<file path="src/rtl/uart_rx_pkg.sv">
// Shared definitions for the UART receive path: FSM states, legal
// oversampling ratios, parity encodings and small bit-level helpers.
package uart_rx_pkg;

   typedef enum logic [2:0] {
      IDLE   = 3'd0,
      START  = 3'd1,
      DATA   = 3'd2,
      PARITY = 3'd3,
      STOP   = 3'd4
   } rx_state_e;

   localparam logic [5:0] PRESCALE_8  = 6'd8;
   localparam logic [5:0] PRESCALE_16 = 6'd16;
   localparam logic [5:0] PRESCALE_32 = 6'd32;

   localparam logic PAR_EVEN = 1'b0;
   localparam logic PAR_ODD  = 1'b1;

   // Anything outside the legal set falls back to the slowest-safe ratio of 8.
   function automatic logic [5:0] eff_prescale(input logic [5:0] raw);
      logic [5:0] p;
      case (raw)
         PRESCALE_16: p = PRESCALE_16;
         PRESCALE_32: p = PRESCALE_32;
         default:     p = PRESCALE_8;
      endcase
      return p;
   endfunction

   function automatic logic expected_parity(input logic data_xor, input logic par_typ);
      return (par_typ == PAR_ODD) ? ~data_xor : data_xor;
   endfunction

   function automatic logic majority3(input logic [2:0] s);
      return (s[0] & s[1]) | (s[0] & s[2]) | (s[1] & s[2]);
   endfunction

endpackage

</file>
<file path="src/rtl/uart_rx_sampler.sv">
// Per-bit timing for the receiver: edge counter within one bit period,
// three mid-bit sample flops and the majority vote over them.
module uart_rx_sampler
   import uart_rx_pkg::*;
(
   input  logic       CLK,
   input  logic       RST,
   input  logic       rx_in,
   input  logic [5:0] prescale,
   input  logic       start,
   input  logic       run,
   output logic       bit_val,
   output logic       bit_end
);

   logic [5:0] edge_cnt_r;
   logic [2:0] smp_r;
   logic [5:0] mid_s;
   logic [5:0] last_s;

   // Sample points and bit boundary derived from the latched ratio.
   always_comb begin
      mid_s   = {1'b0, prescale[5:1]};
      last_s  = prescale - 6'd1;
      bit_end = run && (edge_cnt_r == last_s);
      bit_val = majority3(smp_r);
   end

   // The start-detect cycle itself is edge 0, so the counter resumes at 1.
   always_ff @(posedge CLK) begin
      if (RST) begin
         edge_cnt_r <= 6'd0;
      end else if (start) begin
         edge_cnt_r <= 6'd1;
      end else if (run && (edge_cnt_r != last_s)) begin
         edge_cnt_r <= edge_cnt_r + 6'd1;
      end else begin
         edge_cnt_r <= 6'd0;
      end
   end

   // Capture the line at P/2-1, P/2 and P/2+1 of every bit.
   always_ff @(posedge CLK) begin
      if (RST) begin
         smp_r <= 3'b000;
      end else if (run) begin
         if (edge_cnt_r == (mid_s - 6'd1)) smp_r[0] <= rx_in;
         if (edge_cnt_r == mid_s)          smp_r[1] <= rx_in;
         if (edge_cnt_r == (mid_s + 6'd1)) smp_r[2] <= rx_in;
      end
   end

endmodule

</file>
<file path="src/rtl/uart_rx.sv">
// UART receiver top: frame FSM, data shift register, parity/stop checks and
// registered result strobes with the last good word.
module uart_rx
   import uart_rx_pkg::*;
#(
   parameter int DATA_WIDTH = 8
) (
   input  logic                  CLK,
   input  logic                  RST,
   input  logic                  RX_IN,
   input  logic [5:0]            PRESCALE,
   input  logic                  PAR_EN,
   input  logic                  PAR_TYP,
   output logic [DATA_WIDTH-1:0] P_DATA,
   output logic                  DATA_VALID,
   output logic                  PAR_ERR,
   output logic                  STP_ERR
);

   localparam int CNT_W = (DATA_WIDTH > 1) ? $clog2(DATA_WIDTH) : 1;
   localparam logic [CNT_W-1:0] LAST_BIT = CNT_W'(DATA_WIDTH - 1);

   rx_state_e             state_r;
   logic [CNT_W-1:0]      bit_cnt_r;
   logic [DATA_WIDTH-1:0] shift_r;
   logic [DATA_WIDTH-1:0] p_data_r;
   logic [5:0]            presc_r;
   logic                  par_en_r;
   logic                  par_typ_r;
   logic                  par_fail_r;
   logic                  dv_r;
   logic                  pe_r;
   logic                  se_r;

   logic start_s;
   logic run_s;
   logic bit_val_s;
   logic bit_end_s;
   logic stp_fail_s;

   // Start detection and per-bit check terms.
   always_comb begin
      start_s    = (state_r == IDLE) && !RX_IN;
      run_s      = (state_r != IDLE);
      stp_fail_s = ~bit_val_s;
   end

   uart_rx_sampler u_rx_sampler (
      .CLK      (CLK),
      .RST      (RST),
      .rx_in    (RX_IN),
      .prescale (presc_r),
      .start    (start_s),
      .run      (run_s),
      .bit_val  (bit_val_s),
      .bit_end  (bit_end_s)
   );

   // Frame FSM with data path and result strobes.
   always_ff @(posedge CLK) begin
      if (RST) begin
         state_r    <= IDLE;
         bit_cnt_r  <= '0;
         shift_r    <= '0;
         p_data_r   <= '0;
         presc_r    <= PRESCALE_8;
         par_en_r   <= 1'b0;
         par_typ_r  <= PAR_EVEN;
         par_fail_r <= 1'b0;
         dv_r       <= 1'b0;
         pe_r       <= 1'b0;
         se_r       <= 1'b0;
      end else begin
         dv_r <= 1'b0;
         pe_r <= 1'b0;
         se_r <= 1'b0;
         case (state_r)
            IDLE: begin
               if (!RX_IN) begin
                  state_r    <= START;
                  presc_r    <= eff_prescale(PRESCALE);
                  par_en_r   <= PAR_EN;
                  par_typ_r  <= PAR_TYP;
                  par_fail_r <= 1'b0;
                  bit_cnt_r  <= '0;
               end
            end
            START: begin
               // A high majority means the falling edge was noise.
               if (bit_end_s) begin
                  state_r <= bit_val_s ? IDLE : DATA;
               end
            end
            DATA: begin
               if (bit_end_s) begin
                  shift_r <= {bit_val_s, shift_r[DATA_WIDTH-1:1]};
                  if (bit_cnt_r == LAST_BIT) begin
                     bit_cnt_r <= '0;
                     state_r   <= par_en_r ? PARITY : STOP;
                  end else begin
                     bit_cnt_r <= bit_cnt_r + 1'b1;
                  end
               end
            end
            PARITY: begin
               if (bit_end_s) begin
                  par_fail_r <= (bit_val_s != expected_parity(^shift_r, par_typ_r));
                  state_r    <= STOP;
               end
            end
            STOP: begin
               // Parity failure outranks a bad stop bit; only clean frames update P_DATA.
               if (bit_end_s) begin
                  state_r <= IDLE;
                  if (par_fail_r) begin
                     pe_r <= 1'b1;
                  end else if (stp_fail_s) begin
                     se_r <= 1'b1;
                  end else begin
                     dv_r     <= 1'b1;
                     p_data_r <= shift_r;
                  end
               end
            end
            default: begin
               state_r <= IDLE;
            end
         endcase
      end
   end

   assign P_DATA     = p_data_r;
   assign DATA_VALID = dv_r;
   assign PAR_ERR    = pe_r;
   assign STP_ERR    = se_r;

endmodule
</file>
<file path="config.mk">
export PLATFORM = sky130hd
export DESIGN_NAME = uart_rx
export DESIGN_NICKNAME = d
export VERILOG_FILES = /design/src/rtl/uart_rx_pkg.sv /design/src/rtl/uart_rx_sampler.sv /design/src/rtl/uart_rx.sv
export SDC_FILE = /design/constraint.sdc
export NUM_CORES = 1
export LEC_CHECK = 0
export ABC_AREA = 1
export BUFFER_PORTS_ARGS = -buffer_cell sky130_fd_sc_hd__buf_2
export CORE_MARGIN = 2
export CORE_UTILIZATION = 40
export DETAILED_ROUTE_END_ITERATION = 7
export PLACE_DENSITY_LB_ADDON = 0.1
export SYNTH_ARGS = -nofsm -noshare
export SYNTH_HDL_FRONTEND = slang
export SYNTH_SLANG_ARGS = --single-unit
</file>
<file path="constraint.sdc">
create_clock -name CLK -period 2.7 [get_ports CLK]
set_clock_uncertainty 0.2 [all_clocks]
set_input_delay 0.54 -clock CLK [delete_from_list [all_inputs] [get_ports CLK]]
set_output_delay 0.54 -clock CLK [all_outputs]
set_load 0.01 [all_outputs]
</file>
==> out/metrics.csv, run 1 <==
metric;value;unit
gp_congestion;0.869;
max_freq;464;MHz
status;completed;
drc;0;
placedCellCount;371;
areaGrowthSynthToFinish;14.0;%
wl;3.90;mm
power_switching;0.711;mW
die_y;75.6;um
cts_sinks;40;
final_common_cell;nor2_1;
setup_viol;0;
cts_resized;0;
min_period;2.16;ns
root_buffer;clkbuf_8;
grt_setup_unrepaired;no;
synth_nets;302;
drv_slew;0;
final_util;0.464;
drt_iter0_drc;29;
crit_path_start_kind;register;
syn_area;2050;sq um
io_pins;22;
whs;0.258;ns
final_cell_mix;nor2_1 (55), nand2_1 (53), dfxtp_1 (40), inv_1 (29), buf_2 (21);
hpwl;2.91;mm
initial_core_util;0.407;
track_usage;0.155;
postCtsSetupBuffers;0;
ff2ff_path_depth;9;
final_nets;325;
final_area;2340;sq um
reg2reg_from;presc_r[3];
wl_per_cell;10.3;um
cts_tree;built;
syn-instance-count;285;
cts_max_path_buffers;2;
clk_latency;0.30;ns
hold_path_class;reg2reg;
stdcell_count;379;
p_int;1.20;mW
worst_pin_slew;0.408;ns
antenna_found_initial;0;
ir_drop;0.411;mV
critical_path_arrival;2.15;ns
grt_pass1_vias;1510;
grt_overflow_total;0;
ctsHoldBuffers;0;
synthTopCellsByArea;dfxtp_1 (39%), nor2_1 (10%), nand2_1 (9.7%);
cp-endpoint;shift_r[3];
drive_gt1_frac;0.175;
ys_ff_latch;40;
switching_share;0.372;
crit_start;presc_r[3];
fin_setup_tns;0;ns
synth_cell_types;36;
p_comb_frac;0.344;
dr.pass1.iters;4;
antenna_cells;0;
numCtsBuffers;5;
cellPowerDensity;818;nW/um^2
yosysSeqAreaShare;0.390;
grt_max_degree;19;
hold_violations;0;
p_clk_frac;0.273;
vias_per_cell;4.58;
min_period_over_period;0.798;
cp.required;2.70;ns
die-area;5720;sq um
power_frac_seq;0.383;
r2r-end;shift_r[3];
io_buffer_count;21;
ys_warn_count;0;
placed_area;2220;sq um
num_rows;26;
syn_avg_cell_area;7.20;sq um
slew_headroom;0.726;
die_width;75.6;um
synth_top_area_share;0.390;
yosys.area.top_type;dfxtp_1;
r2r_slack;0.54;ns
leakagePower;1.14;nW
end_kind;register;
htree_levels;2;
critical_path_class;reg2reg;
max_cap_violations;0;
detail-route-antenna-nets;0;
clkTransAtPathRegs;0.08;ns
grt_pass1_wl;6.68;mm
cp_max_fo;14;
core;5040;sq um
dr_total_vias;1736;
-- worst max-delay path, cell delays in order (launching register included) --
cell and delay [ns]:
dfxtp_1 0.37, inv_1 0.10, ha_1 0.36, xnor2_2 0.16, nor2_4 0.14, nand2_4 0.09, nor2_4 0.25, inv_1 0.19
nor2_1 0.13, nor2_1 0.05
-- layout make-up --
| type | instances | area (sq um) |
|---|---|---|
| clock buffer | 6 | 82.6 |
| clock inverter | 2 | 38.8 |
| fill | 529 | 2710 |
| inverter | 36 | 140 |
| multi-input combinational | 202 | 1070 |
| sequential | 40 | 801 |
| tap | 70 | 87.6 |
| timing repair buffer | 23 | 120 |
-- sequential cells by signal, indices dropped and copies added, names as in the netlist --
signal and flops:
par_fail_r 1, DATA_VALID 1, shift_r 8, u_rx_sampler.smp_r 3, STP_ERR 1, par_typ_r 1
presc_r 3, P_DATA 8, PAR_ERR 1, par_en_r 1, u_rx_sampler.edge_cnt_r 6, state_r 3
bit_cnt_r 3
-- power by group through the flow --
stage | Sequential (mW) | Clock, mW | Combinational (mW)
CTS | 0.731 | 0.539 | 0.664
detailed placement | 0.745 | 0 | 0.662
floorplan | 0.727 | 0 | 0.540
global placement | 0.741 | 0 | 0.658
global route | 0.740 | 0.566 | 0.766
finish | 0.731 | 0.523 | 0.658
-- worst min-delay path by stage --
| stage | start | to | slack (ns) | cells after the start |
|---|---|---|---|---|
| after global placement | par_fail_r | STP_ERR | 0.25 | 1 |
| after detailed placement | par_fail_r | STP_ERR | 0.25 | 1 |
| after floorplan | par_fail_r | STP_ERR | 0.22 | 1 |
| after global routing | PAR_TYP | par_typ_r | 0.27 | 3 |
| after CTS | par_fail_r | STP_ERR | 0.26 | 1 |
| final | par_fail_r | STP_ERR | 0.26 | 1 |
-- per-layer routing --
metal | GRT usage | wire, um
met5 | 0 | 0
met4 | 0.0702 | 72
met3 | 0.0410 | 143
met1 | 0.215 | 2040
met2 | 0.224 | 1650
-- cell usage after synthesis, drive strengths merged --
cell    count
nor2       62
nand2      55
dfxtp      40
inv        35
o21ai      18
nand3      14
a21oi      10
nor3        8
xnor2       7
ha          6
xor2        6
buf         4
clkbuf      3
nand4       3
or2         3
a31oi       2
nand3b      2
o211ai      2
a211oi      1
clkinv      1
nor3b       1
nor4        1
o22ai       1
-- through the flow --
stage                     worst slack [ns]  power [mW]
after floorplan                      0.813        1.27
final                                0.545        1.91
after detailed placement             0.564        1.41
after CTS                            0.545        1.93
after global placement               0.606        1.40
after global routing                 0.376        2.07
-- logic make-up (layout without fill, tap and decap cells) --
group	count (synthesis)	in the layout	synth area share
compound gates	34	34	0.0915
xor+xnor	13	13	0.0592
fa+ha+maj	6	6	0.0366
buf+inv	43	67	0.0891
flops	40	40	0.390
simple gates	149	149	0.333
No activity file was read; power rests on OpenSTA's default activity.
==> run 2: changes to the inputs <==
Settings changed: ABC_AREA 1 to 0.
Clock period 2.7 ns to 1.9 ns, I/O delays scaled along.
==> out/metrics.csv, run 2 <==
metric;value;unit;change
ys_ff_latch;40;;unchanged
max_cap_violations;0;;unchanged
core;4720;sq um;-6.3%
ys_warn_count;0;;unchanged
critical_path_arrival;2.02;ns;-0.13 ns
cts_tree;built;;
syn_area;1960;sq um;-4.5%
final_nets;277;;-15%
cp_max_fo;8;;-6
synthTopCellsByArea;dfxtp_1 (41%), mux2i_1 (6.6%), xor2_1 (5.4%);;
leakagePower;1.04;nW;-8.9%
grt_max_degree;17;;-2
vias_per_cell;4.80;;+4.7%
antenna_cells;0;;unchanged
drv_slew;0;;unchanged
yosysSeqAreaShare;0.409;;+0.0185
htree_levels;2;;unchanged
worstHoldEndpoint;par_typ_r;;
hpwl;2.98;mm;+2.5%
synth_nets;234;;-23%
r2r-end;P_DATA[1];;
gp_congestion;0.745;;-14%
end_kind;register;;
drive_gt1_frac;0.327;;+0.152
fillers;463;;-12%
synth-edff-count;0;;unchanged
worst_slack;-0.121;ns;-0.666 ns
synth_flop_cell;dfxtp_1;;
die_width;74.0;um;-2.2%
min_period;2.02;ns;-0.134 ns
numCtsBuffers;5;;unchanged
track_usage;0.170;;+0.0148
multi_input_area;1170;sq um;+9.5%
antenna_found_initial;0;;unchanged
min_period_over_period;1.06;;+0.265
syn-instance-count;217;;-24%
p_total;1.58;mW;-17%
whs;0.111;ns;-0.147 ns
final_util;0.541;;+0.0771
status;complete, but fails checks;;
cp.required;1.90;ns;-0.80 ns
violations;negative setup slack;;
synthArstFlopShare;0;;unchanged
ys_top_cells_by_count;dfxtp_1 (40), nor2_1 (25), nand2_1 (19);;
critical_path_class;reg2reg;;
clkTransAtPathRegs;0.08;ns;about the same
cts_sinks;40;;unchanged
hold_path_class;in2reg;;
dr.pass1.iters;4;;unchanged
die-area;5470;sq um;-4.3%
grt_pass1_wl;6.97;mm;+4.3%
final_area;2550;sq um;+9.3%
cts_max_path_buffers;2;;unchanged
hold_violations;0;;unchanged
setup_viol;20;;+20
yosysMostFrequentCell;dfxtp_1;;
io_pins;22;;unchanged
syn_avg_cell_area;9.02;sq um;+25%
dr_total_vias;1568;;-9.7%
root_buffer;clkbuf_8;;
final_common_cell;dfxtp_1;;
max_freq;495;MHz;+6.6%
wl_per_cell;12.5;um;+22%
grt_overflow_total;0;;unchanged
grt_setup_unrepaired;yes;;
final_cell_mix;dfxtp_1 (37), nor2_1 (23), buf_4 (23), buf_2 (21), a21oi_1 (17);;
num_rows;25;;-3.8%
ir_drop;0.399;mV;-3.0%
drt_iter0_drc;81;;+180%
crit_path_start_kind;register;;
drc;0;;unchanged
yosys.area.top_type;dfxtp_1;;
clk_latency;0.30;ns;about the same
wl;4.09;mm;+4.9%
r2r_slack;-0.12;ns;-0.67 ns
cellPowerDensity;618;nW/um^2;-24%
detail-route-antenna-nets;0;;unchanged
reg2reg_from;presc_r[3];;
die_y;74.0;um;-2.2%
synth_cell_types;37;;+2.8%
worst_pin_slew;0.485;ns;+0.0774 ns
areaGrowthSynthToFinish;30.4;%;
slew_headroom;0.673;;-0.0531
io_buffer_count;21;;unchanged
ff_latch_area;805;sq um;+0.47%
min_delay_path_depth;3;;+2
placed_area;2320;sq um;+4.8%
min-delay-start;PAR_TYP;;
synth_top_area_share;0.409;;+0.0185
initial_core_util;0.415;;+0.00787
grt_pass1_vias;1495;;-0.99%
ctsHoldBuffers;0;;unchanged
ff2ff_path_depth;8;;-1
-- run 2: cell types whose count changed in the layout (fill, tap and decap cells not counted), sizes merged, moves of 13 or more --
cell / previous run / this run
buf: 23 / 52
inv: 35 / 7
mux2i: 0 / 13
nand2: 55 / 19
nor2: 62 / 25
o21ai: 18 / 0
-- run 2: kinds of logic (layout without fill, tap and decap cells) --
| kind of cell | count (synthesis) | after routing | synth area share |
|---|---|---|---|
| mux | 14 | 14 | 0.0722 |
| fa+ha+maj | 7 | 7 | 0.0434 |
| simple gates | 84 | 84 | 0.220 |
| flops | 40 | 40 | 0.409 |
| buf+inv | 23 | 66 | 0.0543 |
| compound gates | 25 | 25 | 0.0786 |
| xor+xnor | 24 | 24 | 0.122 |
-- run 2: final cells by class --
| class | instances | area share |
|---|---|---|
| timing repair buffer | 52 | 0.152 |
| tap | 67 | 0.0328 |
| multi-input combinational | 154 | 0.458 |
| inverter | 7 | 0.0103 |
| clock buffer | 5 | 0.0269 |
| clock inverter | 2 | 0.00490 |
| sequential | 40 | 0.315 |
-- run 2: metal layers --
layer	vias to the layer above	global-route usage	routed length [um]
met5	-	0	0
met4	0	0.0667	65
met3	5	0.0447	133
met2	24	0.240	1750
met1	725	0.246	2140
li1	814	-	-
-- run 2: how the worst max path moves through the flow --
stage                    start         end  slack [ns]
finish              presc_r[3]   P_DATA[1]       -0.12
detailed placement  presc_r[4]  shift_r[1]       -0.16
global placement    presc_r[4]  shift_r[2]       -0.13
global route        presc_r[3]   P_DATA[3]       -0.23
CTS                 presc_r[5]   P_DATA[1]       -0.15
floorplan           presc_r[5]   P_DATA[2]       -0.14
-- run 2: metrics by stage --
stage	instances	setup TNS, ns	worst slack, ns
floorplan	217	-1.34	-0.137
global placement	318	-2.58	-0.130
detailed placement	318	-3.25	-0.162
CTS	328	-2.15	-0.152
global route	327	-3.45	-0.232
finish	327	-1.22	-0.121
-- run 2: what timing repair did --
| action | 4_1_cts | 5_1_grt |
|---|---|---|
| endpoints found under the setup margin | 29 | 33 |
| buffers inserted | 3 | 0 |
| endpoints found under the hold margin | 0 | 0 |
| pin swaps | 12 | 18 |
| resized for setup | 13 | 14 |
-- run 2: where the power goes --
group,internal (mW),switching [mW]
Clock,0.248,0.297
Combinational,0.0820,0.0900
Sequential,0.851,0.00978
-- run 2: critical path, cell delays in order, from the launching register on --
cell,delay [ns]
dfxtp_2,0.34
inv_2,0.04
ha_4,0.25
xnor2_4,0.13
nor4_4,0.28
and4bb_1,0.28
buf_12,0.15
mux2i_1,0.19
nor2_1,0.06
==> run 3: changes to the inputs <==
Settings changed: ABC_AREA 0 to default, CORE_MARGIN 2 to default.
==> out/metrics.csv, run 3 (same netlist as run 2, synthesis figures left out) <==
metric;value;unit;change
status;complete, but fails checks;;
violations;negative setup slack;;
cts_tree;built;;
clkTransAtPathRegs;0.08;ns;about the same
grt_max_degree;17;;unchanged
num_rows;25;;unchanged
cts_sinks;40;;unchanged
leakagePower;1.08;nW;+4.0%
setup_viol;10;;-50%
hpwl;2.82;mm;-5.3%
io_pins;22;;unchanged
initial_core_util;0.415;;unchanged
max_cap_violations;0;;unchanged
core;4720;sq um;unchanged
critical_path_arrival;2.02;ns;about the same
cp.required;1.93;ns;+0.03 ns
wl;4.03;mm;-1.7%
final_cell_mix;dfxtp_1 (37), nor2_1 (24), buf_4 (24), buf_2 (21), nand2_1 (18);;
final_common_cell;dfxtp_1;;
p_clk_frac;0.418;;+0.073
stdcell_count;328;;+0.31%
clk_latency;0.30;ns;about the same
vias_per_cell;4.72;;-1.6%
gp_congestion;0.723;;-3.0%
worst_pin_slew;0.560;ns;+0.0745 ns
antenna_found_initial;0;;unchanged
die-area;5180;sq um;-5.3%
placedCellCount;315;;-0.94%
numCtsBuffers;5;;unchanged
die_width;72.0;um;-2.7%
areaGrowthSynthToFinish;30.6;%;
fin_setup_tns;-0.689;ns;+0.527 ns
final_nets;277;;unchanged
die_y;72.0;um;-2.7%
critical_path_class;reg2reg;;
pre_cts_slack;-0.124;ns;+0.0385 ns
reg2reg_from;presc_r[4];;
detail-route-antenna-nets;0;;unchanged
wl_met2;1.68;mm;-3.9%
track_usage;0.172;;+0.00232
power_switching;0.406;mW;+2.5%
power_frac_seq;0.486;;-0.060
cp_max_fo;9;;+1
antenna_cells;0;;unchanged
drc;0;;unchanged
whs;0.112;ns;+0.000946 ns
crit_path_start_kind;register;;
max_freq;501;MHz;+1.3%
drv_slew;0;;unchanged
end_kind;register;;
root_buffer;clkbuf_8;;
cts_max_path_buffers;2;;unchanged
min_period_over_period;1.05;;-0.0133
switching_share;0.230;;-0.0215
grt_pass1_wl;6.80;mm;-2.4%
top_layer_used;met4;;
hold_violations;0;;unchanged
htree_levels;2;;unchanged
p_int;1.36;mW;+15%
dr.pass1.iters;4;;unchanged
grt_pass1_vias;1410;;-5.7%
crit_start;presc_r[4];;
wl_met1;2.14;mm;-0.14%
min-delay-start;PAR_TYP;;
p_comb_frac;0.096;;-0.013
grt_overflow_total;0;;unchanged
worst_slack;-0.0955;ns;+0.0253 ns
dr_total_vias;1547;;-1.3%
min_period;2.00;ns;-0.0253 ns
grt_setup_unrepaired;yes;;
hold_path_class;in2reg;;
dr_wl_met3;130;um;-2.3%
wl_per_cell;12.3;um;-2.0%
io_buffer_count;21;;unchanged
ir_drop;0.477;mV;+20%
slew_headroom;0.624;;-0.0495
cellPowerDensity;692;nW/um^2;+12%
drt_iter0_drc;75;;-7.4%
drive_gt1_frac;0.303;;-0.0242
run 3: what timing repair did:
| action | in CTS | in global routing |
|---|---|---|
| hold buffers | 0 | 0 |
| setup endpoints to repair | 29 | 30 |
| pin swaps | 4 | 5 |
| setup buffers | 2 | 2 |
| cloned | 0 | 1 |
| gates resized for setup | 7 | 10 |
run 3: worst max-delay path, cell delays in order (launching register included):
cell and delay, ns:
dfxtp_2 0.33, inv_2 0.04, ha_4 0.25, xnor2_4 0.13
nor4_4 0.25, buf_6 0.20, o31ai_2 0.08, a211o_1 0.28
a211oi_2 0.17
run 3: final cells by class:
type                    count  area [sq um]
clock buffers               6          82.6
clock inverters             2          38.8
fillers                   441          2170
inverters                   7          26.3
multi-input cells         154          1130
flip-flops and latches     40           805
well taps                  67          83.8
repair buffers             52           390
run 3: path summary, 6_finish.rpt:
check	endpoint	slack, ns	depth (start not counted)
hold / removal	par_typ_r	0.11	3
hold reg to reg	state_r[1]	0.28	1
setup / recovery	state_r[0]	-0.1	8
setup reg to reg	state_r[0]	-0.1	8
run 3: power groups by stage:
stage | Combinational (mW) | Clock, mW | Sequential [mW]
5_1_grt | 0.190 | 0.799 | 0.862
3_5_place_dp | 0.158 | 0 | 0.880
6_report | 0.169 | 0.740 | 0.860
4_1_cts | 0.166 | 0.758 | 0.860
2_1_floorplan | 0.0984 | 0 | 0.881
3_3_place_gp | 0.160 | 0 | 0.880
run 3: metrics by stage:
step | power, mW | util | area [sq um]
after global routing | 1.85 | 0.541 | 2560
after detailed placement | 1.04 | 0.487 | 2300
after floorplan | 0.979 | - | 1990
after CTS | 1.78 | 0.524 | 2470
after global placement | 1.04 | 0.487 | 2300
final | 1.77 | 0.541 | 2560
run 3: layer usage:
layer  global-route usage  up-vias
met2                0.233       30
met5                    0        -
met1                0.261      692
met4               0.0719        0
met3               0.0389        6
li1                     -      819
